`src/rtl/mips_multi_cycle.sv`:
```
// Multi-cycle MIPS subset core: one FSM-sequenced datapath sharing a single req/ready memory port.
// Defining MIPS_MC_BNE_EN adds bne (op 05h); without it that opcode traps.
module mips_multi_cycle #(
    parameter logic [31:0] RESET_PC   = 32'h0000_0000,
    parameter int          MEM_ADDR_W = 32
) (
    input  logic                  clk,
    input  logic                  reset,
    output logic                  mem_req,
    output logic                  mem_we,
    output logic [MEM_ADDR_W-1:0] mem_addr,
    output logic [31:0]           mem_wdata,
    input  logic [31:0]           mem_rdata,
    input  logic                  mem_ready,
    output logic [31:0]           pc,
    output logic                  instr_retired,
    output logic                  illegal_instr
);
    typedef enum logic [3:0] {
        FETCH, DECODE, MEMADR, MEMRD, MEMWB, MEMWR,
        RTEXEC, ALUWB, ADDIEX, BRANCH, JUMP, TRAP
    } state_t;

    localparam logic [5:0] OP_RTYPE = 6'h00, OP_J = 6'h02, OP_BEQ = 6'h04, OP_BNE = 6'h05;
    localparam logic [5:0] OP_ADDI = 6'h08, OP_LW = 6'h23, OP_SW = 6'h2B;
    localparam logic [5:0] FN_ADD = 6'h20, FN_SUB = 6'h22, FN_AND = 6'h24, FN_OR = 6'h25, FN_SLT = 6'h2A;

`ifdef MIPS_MC_BNE_EN
    localparam logic BNE_EN = 1'b1;
`else
    localparam logic BNE_EN = 1'b0;
`endif

    state_t      state_r;
    logic [31:0] pc_r, ir_r, a_r, b_r, aluout_r, mdr_r;
    logic [31:0] mem_addr_r, mem_wdata_r;
    logic        mem_req_r, mem_we_r, retired_r, illegal_r;
    logic [31:0] rf_r [0:31];

    logic [5:0]  op_s, funct_s;
    logic [4:0]  rs_s, rt_s, rd_s, rf_waddr_s;
    logic [31:0] sext_s, alu_s, addr_sum_s, pc_next_s, rs_val_s, rt_val_s, rf_wdata_s;
    logic        take_s, go_fetch_s, rf_we_s;
    state_t      dec_s;

    function automatic state_t decode_next(input logic [5:0] op, input logic [5:0] funct);
        state_t nxt;
        case (op)
            OP_LW, OP_SW: nxt = MEMADR;
            OP_RTYPE: begin
                case (funct)
                    FN_ADD, FN_SUB, FN_AND, FN_OR, FN_SLT: nxt = RTEXEC;
                    default: nxt = TRAP;
                endcase
            end
            OP_BEQ:  nxt = BRANCH;
            OP_BNE:  nxt = BNE_EN ? BRANCH : TRAP;
            OP_ADDI: nxt = ADDIEX;
            OP_J:    nxt = JUMP;
            default: nxt = TRAP;
        endcase
        return nxt;
    endfunction

    assign op_s     = ir_r[31:26];
    assign rs_s     = ir_r[25:21];
    assign rt_s     = ir_r[20:16];
    assign rd_s     = ir_r[15:11];
    assign funct_s  = ir_r[5:0];
    assign sext_s   = {{16{ir_r[15]}}, ir_r[15:0]};
    assign rs_val_s = (rs_s == 5'd0) ? 32'd0 : rf_r[rs_s];
    assign rt_val_s = (rt_s == 5'd0) ? 32'd0 : rf_r[rt_s];
    assign dec_s    = decode_next(op_s, funct_s);

    // Datapath: ALU, branch decision, register write port and the PC value taking effect at this edge.
    always_comb begin
        case (funct_s)
            FN_ADD:  alu_s = a_r + b_r;
            FN_SUB:  alu_s = a_r - b_r;
            FN_AND:  alu_s = a_r & b_r;
            FN_OR:   alu_s = a_r | b_r;
            FN_SLT:  alu_s = {31'd0, $signed(a_r) < $signed(b_r)};
            default: alu_s = 32'd0;
        endcase
        addr_sum_s = a_r + sext_s;
        take_s     = (a_r == b_r) ^ (BNE_EN && (op_s == OP_BNE));
        pc_next_s  = pc_r;
        go_fetch_s = 1'b0;
        rf_we_s    = 1'b0;
        rf_waddr_s = rt_s;
        rf_wdata_s = aluout_r;
        case (state_r)
            FETCH: begin
                if (mem_req_r && mem_ready) pc_next_s = pc_r + 32'd4;
                else                        pc_next_s = pc_r;
            end
            MEMWB: begin
                go_fetch_s = 1'b1;
                rf_we_s    = 1'b1;
                rf_wdata_s = mdr_r;
            end
            ALUWB: begin
                go_fetch_s = 1'b1;
                rf_we_s    = 1'b1;
                rf_waddr_s = (op_s == OP_RTYPE) ? rd_s : rt_s;
            end
            MEMWR: begin
                if (mem_ready) go_fetch_s = 1'b1;
                else           go_fetch_s = 1'b0;
            end
            BRANCH: begin
                go_fetch_s = 1'b1;
                if (take_s) pc_next_s = aluout_r;
                else        pc_next_s = pc_r;
            end
            JUMP: begin
                go_fetch_s = 1'b1;
                pc_next_s  = {pc_r[31:28], ir_r[25:0], 2'b00};
            end
            default: pc_next_s = pc_r;
        endcase
    end

    // Register file write port; $0 writes are dropped and contents survive reset.
    always_ff @(posedge clk) begin
        if (!reset && rf_we_s && (rf_waddr_s != 5'd0)) rf_r[rf_waddr_s] <= rf_wdata_s;
    end

    // Control FSM with registered memory-port and status outputs.
    always_ff @(posedge clk) begin
        if (reset) begin
            state_r     <= FETCH;
            pc_r        <= RESET_PC;
            ir_r        <= 32'd0;
            a_r         <= 32'd0;
            b_r         <= 32'd0;
            aluout_r    <= 32'd0;
            mdr_r       <= 32'd0;
            mem_req_r   <= 1'b0;
            mem_we_r    <= 1'b0;
            mem_addr_r  <= {RESET_PC[31:2], 2'b00};
            mem_wdata_r <= 32'd0;
            retired_r   <= 1'b0;
            illegal_r   <= 1'b0;
        end else begin
            pc_r      <= pc_next_s;
            retired_r <= go_fetch_s;
            case (state_r)
                FETCH: begin
                    // Only the first fetch after reset arrives here with the request still low.
                    if (!mem_req_r) begin
                        mem_req_r  <= 1'b1;
                        mem_we_r   <= 1'b0;
                        mem_addr_r <= {pc_r[31:2], 2'b00};
                    end else if (mem_ready) begin
                        ir_r      <= mem_rdata;
                        mem_req_r <= 1'b0;
                        state_r   <= DECODE;
                    end
                end
                DECODE: begin
                    a_r      <= rs_val_s;
                    b_r      <= rt_val_s;
                    aluout_r <= pc_r + {sext_s[29:0], 2'b00};
                    state_r  <= dec_s;
                    if (dec_s == TRAP) illegal_r <= 1'b1;
                end
                MEMADR: begin
                    aluout_r    <= addr_sum_s;
                    mem_req_r   <= 1'b1;
                    mem_addr_r  <= {addr_sum_s[31:2], 2'b00};
                    mem_wdata_r <= b_r;
                    if (op_s == OP_LW) begin
                        mem_we_r <= 1'b0;
                        state_r  <= MEMRD;
                    end else begin
                        mem_we_r <= 1'b1;
                        state_r  <= MEMWR;
                    end
                end
                MEMRD: begin
                    if (mem_ready) begin
                        mdr_r     <= mem_rdata;
                        mem_req_r <= 1'b0;
                        state_r   <= MEMWB;
                    end
                end
                MEMWR:                       state_r <= mem_ready ? FETCH : MEMWR;
                MEMWB, ALUWB, BRANCH, JUMP:  state_r <= FETCH;
                RTEXEC: begin
                    aluout_r <= alu_s;
                    state_r  <= ALUWB;
                end
                ADDIEX: begin
                    aluout_r <= addr_sum_s;
                    state_r  <= ALUWB;
                end
                TRAP: begin
                    mem_req_r <= 1'b0;
                    illegal_r <= 1'b1;
                    state_r   <= TRAP;
                end
                default: begin
                    mem_req_r <= 1'b0;
                    illegal_r <= 1'b1;
                    state_r   <= TRAP;
                end
            endcase
            if (go_fetch_s) begin
                state_r    <= FETCH;
                mem_req_r  <= 1'b1;
                mem_we_r   <= 1'b0;
                mem_addr_r <= {pc_next_s[31:2], 2'b00};
            end
        end
    end

    assign mem_req       = mem_req_r;
    assign mem_we        = mem_we_r;
    assign mem_addr      = mem_addr_r[MEM_ADDR_W-1:0];
    assign mem_wdata     = mem_wdata_r;
    assign pc            = pc_r;
    assign instr_retired = retired_r;
    assign illegal_instr = illegal_r;

endmodule

```
`config.mk`:
```
export PLATFORM = sky130hd
export DESIGN_NAME = mips_multi_cycle
export DESIGN_NICKNAME = d
export VERILOG_FILES = /design/src/rtl/mips_multi_cycle.sv
export SDC_FILE = /design/constraint.sdc
export NUM_CORES = 2
export LEC_CHECK = 0
export BUFFER_PORTS_ARGS = -buffer_cell sky130_fd_sc_hd__buf_2
export CAP_MARGIN = 20
export CORE_MARGIN = 4
export CORE_UTILIZATION = 65
export CTS_BUF_LIST = sky130_fd_sc_hd__clkbuf_4
export CTS_CLUSTER_DIAMETER = 80
export CTS_CLUSTER_SIZE = 30
export DETAILED_ROUTE_END_ITERATION = 10
export PLACE_DENSITY = 0.78
export SYNTH_ARGS = -nofsm -noshare
export SYNTH_HDL_FRONTEND = slang
export SYNTH_SLANG_ARGS = --single-unit
```
`constraint.sdc`:
```
create_clock -name clk -period 12.45 [get_ports clk]
set_clock_uncertainty 0.15 [all_clocks]
set_input_delay 0.6225 -clock clk [delete_from_list [all_inputs] [get_ports clk]]
set_output_delay 0.6225 -clock clk [all_outputs]
set_load 0.02 [all_outputs]
```
### Yosys cells after proc, flatten, opt, wreduce, memory -nomap -nowiden

Memories as Yosys holds them, arrays and structs flattened. A register that Yosys moved wholly into a read port is not among the register bits.
Index checks and enable logic that the tools add are counted.

* bits in registers: 264
* memory bits (writable): 1024
* bits of input ports: 35
* logic and storage cells: 127
* memories kept: 1

Memories
* rf_r: depth 32, bits a word 32, rd ports 2, clocked after Yosys merged registers in 2, write ports 1, line 38 `logic [31:0] rf_r [0:31];`

* add/sub/neg operators: 5
* order comparisons: 1
* equal/unequal tests: 32
* mux-type cells: 40
* bitwise operators: 3
* reduce and logical (&&, ||, !) cells: 30

Operators with widths (count)
* two-way mux 32 bit: 7
* one-hot mux 32 bit (3 select lines): 2
* one-hot mux 32 bit (5 select lines): 1
* adder 32 bit: 3
* one-hot mux 32 bit (2 select lines): 1
* equality test 6 bit (second input constant): 7
* adder 32 x 3 -> 32 bit (second input constant): 1
* AND 32 bit: 1
* equality test 32 bit: 1
* < comparator 32 bit: 1
* OR 32 bit: 1
* subtractor 32 bit: 1
* two-way mux 5 bit: 6
* one-hot mux 4 bit (7 select lines): 1
* one-hot mux 4 bit (5 select lines): 1
* equality test 4 x 3 -> 1 bit (second input constant): 4
* equality test 4 bit (second input constant): 4
* two-way mux 4 bit: 4
* inequality test 2 bit (second input constant): 7
* two-way mux 1 bit: 11
* zero test 5 bit: 2
* AND reduction 2 bit: 5
* OR reduction 10 bit: 1
* OR reduction 2 bit: 5
* 22 further kinds: 33

### Depth between registers and ports, before layout

* depth in word-level cells: 7
* mapped depth: 15

### Least setup slack after synthesis

No wires, ideal clock.

* path type: register to register
* from: register state_r[1]
* to: memory rf_r[17][0], enable pin
* arrival: 3453 ps
* setup slack: 8426 ps
* stages on the path, launching flop included: 10
* buffers on the path: 2
* cell sequence: dfxtp_1 -> clkbuf_1 -> clkbuf_1 -> nand2_1 -> nor3_2 -> nor3_1 -> a31oi_1 -> o211a_1 -> nand2_1 -> nor2_1

* longest elaborated chain between the ends: 7
* elaborated cells between the ends (all ways): 10
* those cells by class: 2 x eq/ne; 4 x mux; 4 x reduce/logical

RTL lines
* start, declared: line 34 `state_t state_r;`
* start signal, assigned: line 165 `state_r <= dec_s;`
* start signal, assigned: line 188 `MEMWR: state_r <= mem_ready ? FETCH : MEMWR;`
* equality test 4 x 3 -> 1 bit: line 92 `case (state_r)`
* OR reduction 2 bit (no line)
* two-way mux 1 bit: line 92
* logical AND 1 bit (2 in series): line 126 `if (!reset && rf_we_s && (rf_waddr_s != 5'd0)) rf_r[rf_waddr_s] <= rf_wdata_s;`
* two-way mux 1 bit: line 126
* two-way mux 1 bit (implied by the code): line 126
* end, declared: line 38

Parallel ways exist; a longest one is shown, timed or not.

### Worst setup path in the final report

* from: register state_r[2]
* to: memory rf_r[3][17], enable pin

Same word-level chain as after synthesis.

==> flow_summary.rst <==
.. list-table::
   :header-rows: 1

   * - Metric
     - Value
   * - Run status
     - complete, no violations
   * - Slew at the pin closest to its max-slew limit
     - 1.21 ns
   * - Post-synthesis sequential area ratio
     - 54.4%
   * - Wire length reported by the detailed router
     - 209 mm
   * - I/O pin count
     - 135
   * - Post-CTS Setup Repair Bufs
     - 0
   * - Gate count after technology mapping
     - 4639
   * - Layout-stage area growth over the synthesis result
     - 5.79%
   * - Max-Slew Margin vs Limit
     - 19.5%
   * - Post-detailed-route count of antenna-violating nets
     - 0
   * - Pre-CTS setup slack
     - 7.67 ns
   * - Prevailing post-synth register cell
     - sky130_fd_sc_hd__edfxtp_1
   * - Total number of nets in the final design
     - 4878
   * - DP Cell Count
     - 5938
   * - Startpoint types
     - flip-flop
   * - Largest buffer count on any clock path
     - 3
   * - Global-route wire length before repair
     - 301 mm
   * - Internal reg-to-reg setup slack
     - 7.47 ns
   * - Final cycle utilization of the critical path
     - 40.0%
   * - Final setup slack of the worst path
     - 7.47 ns
   * - Clock slew at the register clock pins of the worst setup and hold paths
     - 0.28 ns
   * - CTS Sinks
     - 1296
   * - Total global routing overflow
     - 0
   * - Post-synth EDFFs
     - 1024
   * - Half-perimeter wire length of the detailed placement result
     - 131 mm
   * - Share of synthesized registers carrying an async set or reset
     - 0%
   * - Number of port buffers
     - 132
   * - Area inside the core boundary
     - 102000 um2
   * - Maximum frequency from static timing analysis
     - 201 MHz
   * - Class of the tightest hold or removal check
     - input port to flip-flop
   * - Maximum number of pins on one net before global-route repair
     - 175
   * - Leakage
     - 22.5 nW
   * - Endpoint class of the critical path
     - flip-flop
   * - Total Die Area
     - 108000 um2
   * - Shortest clock period the worst path allows after layout
     - 4.98 ns
   * - Post-layout total power
     - 11.2 mW
   * - Mean number of vias per cell
     - 7.45
   * - Synthesized area per cell
     - 14.3 um2
   * - Max rail drop VDD
     - 0.252 mV
   * - Vias
     - 45500
   * - WL/cell
     - 34.2 um
   * - Ys Warns
     - 0
   * - Count of filler cells inserted in the layout
     - 6724
   * - Clock latency of the later-clocked register in the worst-skew pair
     - 1.22 ns
   * - Critical path data arrival time
     - 5.66 ns
   * - Crit Path Max Fanout
     - 20
   * - Remaining routing DRC violations
     - 0
   * - Vertical extent of the die
     - 328 um
   * - TritonCTS clock tree
     - yes
   * - H-tree levels
     - 2
   * - Initial standard-cell utilization of the core
     - 65.4%
   * - Fraction of layout cells with a size suffix above 1
     - 23.5%
   * - CTS root buf
     - sky130_fd_sc_hd__clkbuf_4
   * - Width of the die
     - 328 um
   * - Reported max-cap violation count
     - 0
   * - Detailed-router iteration count before antenna repair
     - 6
   * - CP Data Required Time
     - 13.13 ns
   * - Power density over the cells
     - 160 nW/um2
   * - Final RePlAce weighted congestion
     - 1.02
   * - Number of different library cells in the post-synthesis netlist
     - 95
   * - Total GRT Usage
     - 38.7%
   * - Sum of negative setup slack
     - 0 ns
   * - Final Non-Filler Cells
     - 6103
   * - Initial detailed-routing violation count
     - 7060
   * - WS Path Type
     - flip-flop to flip-flop
   * - Vias in the first global route
     - 44100
   * - Endpoints failing setup
     - 0
   * - Post-Synthesis Cell Area
     - 66500 um2
   * - Total clock buffers created by CTS
     - 56
   * - Number of pins exceeding their max-slew limit in the final report
     - 0
   * - PostCTS Resize Cnt
     - 0
   * - Setup repair after global routing missed its margin
     - false
   * - Number of antenna violations at the first check in global routing
     - 14
   * - Final hold viol count
     - 0
   * - Number of synthesized register bits
     - 1296
   * - Cell row count
     - 117
[through the flow]
step	instance area (um2)	hold WS [ns]	util (%)
after CTS	70300	0.000254	69.1
after global placement	68800	0.290	67.6
after global routing	70400	0.0129	69.2
final	70400	0.0533	69.2
after detailed placement	68800	0.296	67.6
after floorplan	66700	0.283	-
[cell families (layout without fill, tap and decap cells)]
group | after synthesis | in the layout | synth area share, %
other | 1 | 46 | 0.00564
buffers and inverters | 439 | 490 | 2.60
muxes | 758 | 758 | 23.5
adders and majority gates | 161 | 161 | 3.07
xor gates and xnor gates | 83 | 83 | 1.09
DFF | 1296 | 1296 | 54.4
and+or+nand+nor | 1038 | 1038 | 6.96
AOI/OAI and AO/OA | 863 | 863 | 8.34
[sequential cells by signal (all words and copies together) (netlist names), 32 cells and up, named ones only]
name / count
rf_r: 1024
a_r: 32
aluout_r: 32
b_r: 32
ir_r: 32
mdr_r: 32
mem_wdata: 32
pc: 32
[power breakdown]
group,leakage (nW),switching (mW),internal (mW)
registers,11.7,0.311,5.26
clock network,0.514,1.33,0.394
logic,10.3,2.56,1.39
[cell type report]
type | instances | area [um2] | area share [%]
diodes | 12 | 30.0 | 0.0427
clock buffers | 77 | 578 | 0.821
clock inverters | 22 | 360 | 0.512
inverters | 118 | 443 | 0.629
multi-input cells | 2937 | 29100 | 41.3
flip-flops and latches | 1296 | 36200 | 51.5
well taps | 1368 | 1710 | 2.43
repair buffers | 273 | 1970 | 2.79
[cells in the mapped netlist (17+ instances only)]
master	instances	area [um2]
sky130_fd_sc_hd__a211oi_1	37	278
sky130_fd_sc_hd__a21o_1	52	390
sky130_fd_sc_hd__a21oi_1	334	1670
sky130_fd_sc_hd__a221oi_1	42	368
sky130_fd_sc_hd__a31oi_1	39	244
sky130_fd_sc_hd__and2_1	17	106
sky130_fd_sc_hd__and3_1	26	163
sky130_fd_sc_hd__buf_1	66	248
sky130_fd_sc_hd__buf_2	34	170
sky130_fd_sc_hd__clkbuf_1	214	803
sky130_fd_sc_hd__dfxtp_1	272	5450
sky130_fd_sc_hd__edfxtp_1	1024	30700
sky130_fd_sc_hd__ha_1	157	1960
sky130_fd_sc_hd__inv_1	116	435
sky130_fd_sc_hd__mux2_2	41	462
sky130_fd_sc_hd__mux2i_1	77	771
sky130_fd_sc_hd__mux4_2	640	14400
sky130_fd_sc_hd__nand2_1	358	1340
sky130_fd_sc_hd__nand2b_1	25	156
sky130_fd_sc_hd__nand3_1	42	210
sky130_fd_sc_hd__nand4_1	19	119
sky130_fd_sc_hd__nor2_1	391	1470
sky130_fd_sc_hd__nor2b_1	21	131
sky130_fd_sc_hd__nor3_1	56	280
sky130_fd_sc_hd__nor4_1	18	113
sky130_fd_sc_hd__o211ai_1	17	128
sky130_fd_sc_hd__o21ai_0	126	631
sky130_fd_sc_hd__o21ai_1	21	105
sky130_fd_sc_hd__o22ai_1	22	138
sky130_fd_sc_hd__xnor2_1	50	438
sky130_fd_sc_hd__xor2_1	33	289
[final timing paths]
kind                                    from                    endpoint  depth (start not counted)
setup reg to reg     state_r[2]$_SDFFE_PP0P_       rf_r[3][17]$_DFFE_PP_                          9
hold / removal                 mem_rdata[26]      mdr_r[26]$_SDFFE_PP0P_                          4
setup / recovery     state_r[2]$_SDFFE_PP0P_       rf_r[3][17]$_DFFE_PP_                          9
hold reg to reg   mem_wdata[26]$_SDFFE_PP0P_  mem_wdata[26]$_SDFFE_PP0P_                          2
[worst max-delay path, cell delays in order, from the launching register on]
cell	delay, ns
sky130_fd_sc_hd__dfxtp_1	0.84
sky130_fd_sc_hd__nand2b_1	0.33
sky130_fd_sc_hd__nor3_2	0.28
sky130_fd_sc_hd__buf_4	0.28
sky130_fd_sc_hd__nor3_1	0.08
sky130_fd_sc_hd__a31oi_2	0.78
sky130_fd_sc_hd__o211a_1	0.29
sky130_fd_sc_hd__nand2b_1	0.22
sky130_fd_sc_hd__nor2_4	0.74
sky130_fd_sc_hd__buf_4	0.59
[layout by cell type, fill, tap and decap left out, drive strengths merged, types with 12 or more instances in the layout]
cell type,instances
a211oi,40
a21o,52
a21oi,335
a221oi,50
a222oi,13
a22oi,16
a31oi,39
and2,17
and3,26
buf,223
clkbuf,77
conb,34
dfxtp,272
diode,12
dlygate4sd3,50
edfxtp,1024
ha,157
inv,128
mux2,41
mux2i,77
mux4,640
nand2,358
nand2b,25
nand3,42
nand4,21
nor2,391
nor2b,21
nor3,60
nor4,22
o211ai,17
o21a,14
o21ai,147
o21bai,15
o22ai,22
o31ai,15
or2,14
xnor2,50
xor2,33
[layer usage]
layer,share of wire [%],up-vias,track usage [%]
met5,0.033,-,0
met4,6.3,10,18.9
met3,14,707,10.8
met2,46,3599,60.4
met1,33,22700,51.0
li1,-,18400,-
[what timing repair did]
action	4_1_cts	5_1_grt
endpoints found under the setup margin	0	0
hold buffers	50	0
hold endpoints to repair	134	0
Power figures use the tool's default switching activity.
